### config.mk
export PLATFORM = sky130hd
export DESIGN_NAME = regfile_scoreboard_flat
export DESIGN_NICKNAME = d
export VERILOG_FILES = /design/src/rtl/regfile_scoreboard_if.sv /design/src/rtl/regfile_scoreboard.sv /design/src/flat_wrapper.sv
export SDC_FILE = /design/constraint.sdc
export NUM_CORES = 1
export LEC_CHECK = 0
export CAP_MARGIN = 5
export CORE_MARGIN = 5
export CORE_UTILIZATION = 35
export DETAILED_ROUTE_END_ITERATION = 8
export PLACE_DENSITY_LB_ADDON = 0.08
export SLEW_MARGIN = 20
export SYNTH_ARGS = -nofsm -noshare
export SYNTH_HDL_FRONTEND = slang
export SYNTH_SLANG_ARGS = --single-unit
### constraint.sdc
create_clock -name clk -period 1.63 [get_ports clk]
set_input_delay 0.163 -clock clk [delete_from_list [all_inputs] [get_ports clk]]
set_output_delay 0.163 -clock clk [all_outputs]
set_load 0.005 [all_outputs]
### src/rtl/regfile_scoreboard_if.sv
// Register file / scoreboard bus: write-back, issue and two read ports.
// The master drives selects and write-back data; the slave (the register file)
// returns read data, busy bits and the unreserved write-back error pulse.
interface regfile_scoreboard_if #(
    parameter int DATA_W = 16
);
    logic              writeEn;
    logic [2:0]        writeRegSel;
    logic [DATA_W-1:0] writeData;
    logic              issueEn;
    logic [2:0]        issueRegSel;
    logic [2:0]        read1RegSel;
    logic [2:0]        read2RegSel;
    logic [DATA_W-1:0] read1Data;
    logic [DATA_W-1:0] read2Data;
    logic              read1Busy;
    logic              read2Busy;
    logic              err;

    modport master (
        output writeEn, writeRegSel, writeData, issueEn, issueRegSel,
               read1RegSel, read2RegSel,
        input  read1Data, read2Data, read1Busy, read2Busy, err
    );

    modport slave (
        input  writeEn, writeRegSel, writeData, issueEn, issueRegSel,
               read1RegSel, read2RegSel,
        output read1Data, read2Data, read1Busy, read2Busy, err
    );
endinterface

### src/rtl/regfile_scoreboard.sv
// 8-entry register file with a busy-bit scoreboard for in-order producers.
// Issue reserves a destination, write-back commits data and releases it; a
// write-back to a register with no reservation pulses err for one cycle.
// Optional macro REGFILE_BYPASS_EN forwards same-cycle write-back data (and the
// resulting busy state) to the read ports; without it reads see stored state.
module regfile_scoreboard #(
    parameter int DATA_W   = 16,
    parameter int NUM_REGS = 8
) (
    input logic                  clk,
    input logic                  rst_n,
    regfile_scoreboard_if.slave  bus
);
    logic [NUM_REGS-1:0][DATA_W-1:0] regs_q, regs_d;
    logic [NUM_REGS-1:0]             busy_q, busy_d;
    logic                            err_q, err_d;

    // Next state: write-back clears busy, issue sets it afterwards so a
    // same-register issue wins; err flags a write-back with no reservation.
    always_comb begin
        regs_d = regs_q;
        busy_d = busy_q;
        err_d  = 1'b0;
        if (bus.writeEn) begin
            regs_d[bus.writeRegSel] = bus.writeData;
            busy_d[bus.writeRegSel] = 1'b0;
            err_d                   = !busy_q[bus.writeRegSel];
        end
        if (bus.issueEn) begin
            busy_d[bus.issueRegSel] = 1'b1;
        end
    end

    // State registers; reset wipes data and all outstanding reservations.
    always_ff @(posedge clk) begin
        if (!rst_n) begin
            regs_q <= '0;
            busy_q <= '0;
            err_q  <= 1'b0;
        end else begin
            regs_q <= regs_d;
            busy_q <= busy_d;
            err_q  <= err_d;
        end
    end

    // One read port: {busy, data} for a select, with optional forwarding.
    function automatic logic [DATA_W:0] read_port(input logic [2:0] sel);
        logic [DATA_W-1:0] data;
        logic              busy;
        data = regs_q[sel];
        busy = busy_q[sel];
`ifdef REGFILE_BYPASS_EN
        if (bus.writeEn && bus.writeRegSel == sel) begin
            data = bus.writeData;
            busy = bus.issueEn && bus.issueRegSel == sel;
        end
`endif
        return {busy, data};
    endfunction

    // Read port 1, combinational.
    always_comb begin
        {bus.read1Busy, bus.read1Data} = read_port(bus.read1RegSel);
    end

    // Read port 2, combinational.
    always_comb begin
        {bus.read2Busy, bus.read2Data} = read_port(bus.read2RegSel);
    end

    assign bus.err = err_q;
endmodule

### src/flat_wrapper.sv
// flat-port wrapper written by rule: the top's interface ports become plain ports
module regfile_scoreboard_flat 
#(
    parameter int DATA_W   = 16,
    parameter int NUM_REGS = 8
)
  (clk, rst_n, bus_writeEn, bus_writeRegSel, bus_writeData, bus_issueEn, bus_issueRegSel, bus_read1RegSel, bus_read2RegSel, bus_read1Data, bus_read2Data, bus_read1Busy, bus_read2Busy, bus_err);
  regfile_scoreboard_if #(.DATA_W(DATA_W)) bus_i ();
  input logic clk;
  input logic rst_n;
  input wire logic [$bits(bus_i.writeEn)-1:0] bus_writeEn;
  input wire logic [$bits(bus_i.writeRegSel)-1:0] bus_writeRegSel;
  input wire logic [$bits(bus_i.writeData)-1:0] bus_writeData;
  input wire logic [$bits(bus_i.issueEn)-1:0] bus_issueEn;
  input wire logic [$bits(bus_i.issueRegSel)-1:0] bus_issueRegSel;
  input wire logic [$bits(bus_i.read1RegSel)-1:0] bus_read1RegSel;
  input wire logic [$bits(bus_i.read2RegSel)-1:0] bus_read2RegSel;
  output wire logic [$bits(bus_i.read1Data)-1:0] bus_read1Data;
  output wire logic [$bits(bus_i.read2Data)-1:0] bus_read2Data;
  output wire logic [$bits(bus_i.read1Busy)-1:0] bus_read1Busy;
  output wire logic [$bits(bus_i.read2Busy)-1:0] bus_read2Busy;
  output wire logic [$bits(bus_i.err)-1:0] bus_err;
  assign bus_i.writeEn = bus_writeEn;
  assign bus_i.writeRegSel = bus_writeRegSel;
  assign bus_i.writeData = bus_writeData;
  assign bus_i.issueEn = bus_issueEn;
  assign bus_i.issueRegSel = bus_issueRegSel;
  assign bus_i.read1RegSel = bus_read1RegSel;
  assign bus_i.read2RegSel = bus_read2RegSel;
  assign bus_read1Data = bus_i.read1Data;
  assign bus_read2Data = bus_i.read2Data;
  assign bus_read1Busy = bus_i.read1Busy;
  assign bus_read2Busy = bus_i.read2Busy;
  assign bus_err = bus_i.err;
  regfile_scoreboard #(.DATA_W(DATA_W), .NUM_REGS(NUM_REGS)) u_core (.clk(clk), .rst_n(rst_n), .bus(bus_i));
endmodule
==> flow_metrics.py <==
metrics = {
    "place": {
        "routabilityCongestion": 0.847,
        "quantity_of_i_o_buffers_inserted_on_ports": 66,
        "dpl.hpwl_um": 16900,
    },
    "worst_setup_path": {
        "reg2reg_setup_slack_ps": 290,
        "reg2reg_from": "u_core.busy_q[2]",
        "cp.required_ps": 1470,
        "start_kind": "register",
        "timing.reg2reg.worst_path_depth": 4,
        "crit_path_max_fanout": 3,
        "worst_ep_arrival_time_ps": 1660,
        "cp-end-kind": "output port",
        "reg2reg_to": "u_core.bus.err",
        "setup.worst_path.class": "reg -> out",
    },
    "global_routing": {
        "grt_first_pass_wirelength_um": 38000,
        "grt_start_max_net_pins": 47,
        "first_global_vias": 6125,
        "grt_remaining_overflow": 0,
        "grt_use_total_pct": 21.0,
        "antenna_found_initial": 1,
    },
    "floorplanning": {
        "floorplan.die_area_sq_mm": 0.0242,
        "initial_core_util_pct": 35.4,
        "chipWidth_um": 156,
        "placement_rows": 53,
        "fp.coreArea_sq_mm": 0.0210,
        "die_height_um": 156,
        "ioPinCount": 67,
    },
    "timing": {
        "worst_slew_pin_slew_ps": 454,
        "finalHoldWorstSlack_ps": 173,
        "setup_repair_after_global_routing_missed_its_margin": "yes",
        "maxSlewHeadroom_pct": 69.7,
        "final_hold_viol_count": 0,
        "final_skew_ps": 1.76,
        "finalSetupTns_ps": -5160,
        "fin_crit_sh_pct": 112,
        "setup-violations-final": 34,
        "period_needed_ps": 1820,
        "worst_slack_ps": -194,
        "maxClockFrequency_ghz": 0.548,
        "drv_slew": 0,
    },
    "clocking": {
        "cts_tree": "built",
        "root_buffer": "sky130_fd_sc_hd__clkbuf_16",
        "numClockSinks": 137,
        "path_clk_slew_ps": 60,
        "cts_max_level": 4,
        "cts_made_buffers": 17,
        "max-clock-path-buffers": 2,
        "insertion_delay_ps": 420,
    },
    "routing": {
        "route.detailed.wl_per_inst_um": 22.3,
        "drt.antenna.violating_nets": 0,
        "detail_route.first_pass.iterations": 7,
        "drt_iter0_drc": 476,
        "route.final.wire_length_um": 24900,
        "drt-vias-per-instance": 5.42,
        "drc": 0,
        "detailroute.via_count": 6042,
    },
    "outcome": {
        "violations": "setup timing",
        "status": "complete, but fails checks",
    },
    "run": {
        "max_cap_violations": 0,
    },
    "power": {
        "power_density_mw_per_mm2": 881,
        "ir_drop_uv": 544,
        "leakage_nw": 3.48,
    },
    "min_path": {
        "whs_path_depth": 2,
        "hold_path_startpoint": "rst_n",
        "hold_class": "in -> reg",
        "min_delay_worst_endpoint": "u_core.busy_q[7]",
    },
    "yosys": {
        "postSynth.asyncResetShare_pct": 0,
        "synth.ff_latch_count": 137,
        "cells_after_synth": 749,
        "biggest_area_contributors_in_the_synthesized_netlist": "sky130_fd_sc_hd__dfxtp_1 37%, sky130_fd_sc_hd__mux4_2 21%, sky130_fd_sc_hd__nand2_1 13%",
        "seq_area_frac_synth_pct": 37.0,
        "synth_enable_flop_cells": 0,
        "yosysTopAreaCell": "sky130_fd_sc_hd__dfxtp_1",
        "yosys_warnings": 0,
        "netlist_area_sq_mm": 0.00741,
        "post_synth_num_cell_types": 27,
        "proportion_of_netlist_area_held_by_the_largest_area_contributor_pct": 37.0,
        "synth.avg_cell_area_sq_um": 9.90,
        "synth-main-ff-cell": "sky130_fd_sc_hd__dfxtp_1",
        "synth_nets": 781,
    },
    "final_layout": {
        "antenna_cells_inserted": 0,
        "share_of_cells_above_drive_strength_1_pct": 36.4,
        "nNetsFinal": 859,
        "flow.area_growth_from_synthesis_pct": 30.2,
    },
}
[cells in the final DEF, fill, tap and decap left out, drive strengths merged, types with 4 or more instances in the layout]
cell | Yosys | routed
clkdlybuf4s50 | 0 | 27
mux2i | 4 | 4
dfxtp | 137 | 137
buf | 51 | 115
mux2 | 34 | 34
a32oi | 4 | 4
mux4 | 69 | 69
nand2 | 257 | 257
a21boi | 129 | 129
clkbuf | 32 | 24
nor2b | 10 | 10
[synthesized netlist by cell type, types with 4 or more instances]
| master | number |
|---|---|
| sky130_fd_sc_hd__mux2i_1 | 4 |
| sky130_fd_sc_hd__a21boi_0 | 99 |
| sky130_fd_sc_hd__buf_1 | 8 |
| sky130_fd_sc_hd__buf_4 | 16 |
| sky130_fd_sc_hd__mux4_2 | 69 |
| sky130_fd_sc_hd__nand2_1 | 257 |
| sky130_fd_sc_hd__clkbuf_1 | 28 |
| sky130_fd_sc_hd__nor2b_1 | 10 |
| sky130_fd_sc_hd__dfxtp_1 | 137 |
| sky130_fd_sc_hd__mux2_2 | 34 |
| sky130_fd_sc_hd__a32oi_1 | 4 |
| sky130_fd_sc_hd__a21boi_1 | 30 |
| sky130_fd_sc_hd__buf_6 | 6 |
| sky130_fd_sc_hd__clkbuf_2 | 4 |
| sky130_fd_sc_hd__buf_2 | 21 |
[worst max-delay path, cell delays in order, from the launching register on]
cell	delay [ps]
sky130_fd_sc_hd__dfxtp_1	320
sky130_fd_sc_hd__mux4_2	490
sky130_fd_sc_hd__mux2_4	300
sky130_fd_sc_hd__buf_6	120
[how the worst max path moves through the flow]
stage | cells past startpoint | slack [ps] | to | from
final | 3 | -190 | bus_read2Data[4] | u_core.regs_q[52]
after global placement | 5 | -410 | bus_read2Data[14] | bus_read2RegSel[0]
after CTS | 3 | -200 | bus_read2Data[6] | u_core.regs_q[54]
after global routing | 3 | -230 | bus_read2Data[4] | u_core.regs_q[36]
after floorplan | 4 | 110 | bus_read1Data[10] | bus_read1RegSel[0]
after detailed placement | 5 | -430 | bus_read2Data[14] | bus_read2RegSel[0]
[kinds of logic after synthesis]
group | share of synthesized area [%]
buf+inv | 6.04
flops | 37.0
compound gates | 13.8
simple gates | 16.4
mux | 26.7
[routing by layer]
layer / routed length [um] / track usage (%) / vias up
li1: - / - / 2770
met5: 13 / 0 / -
met2: 11600 / 32.9 / 228
met1: 11200 / 29.2 / 3006
met4: 378 / 5.67 / 2
met3: 1760 / 5.15 / 36
[final cells by class]
| cell class | count | area (sq um) |
|---|---|---|
| Tap cell | 275 | 344 |
| Clock buffer | 24 | 482 |
| Timing Repair Buffer | 142 | 1520 |
| Multi-Input combinational cell | 529 | 4380 |
| Clock inverter | 7 | 116 |
| Fill cell | 1952 | 11300 |
| Sequential cell | 137 | 2810 |
[registers in the layout, summed over array words and instances (netlist names)]
name            cells
u_core.regs_q     128
u_core.busy_q       8
u_core.bus.err      1
[metrics by stage]
step	setup slack, ps	cell area, sq um	utilization [%]	instances	power [mW]
2_1_floorplan	105	7410	-	749	4.08
3_3_place_gp	-410	8780	41.9	1079	4.52
3_5_place_dp	-434	8780	41.9	1079	4.53
4_1_cts	-201	9620	45.9	1113	8.57
5_1_grt	-234	9650	46.0	1114	8.80
6_report	-194	9650	46.0	1114	8.50
[where the power goes]
group	switching (mW)	leakage, nW	internal [mW]
Combinational	0.488	2.06	0.521
Clock	1.48	0.290	2.52
Sequential	0.0586	1.14	3.43
[what timing repair did]
item,CTS,global route
setup buffers,3,1
gates cloned,0,0
resized for setup,242,18
hold buffers,0,0
setup endpoints to repair,34,36
Note: power is estimated with default switching activity, not from simulation.
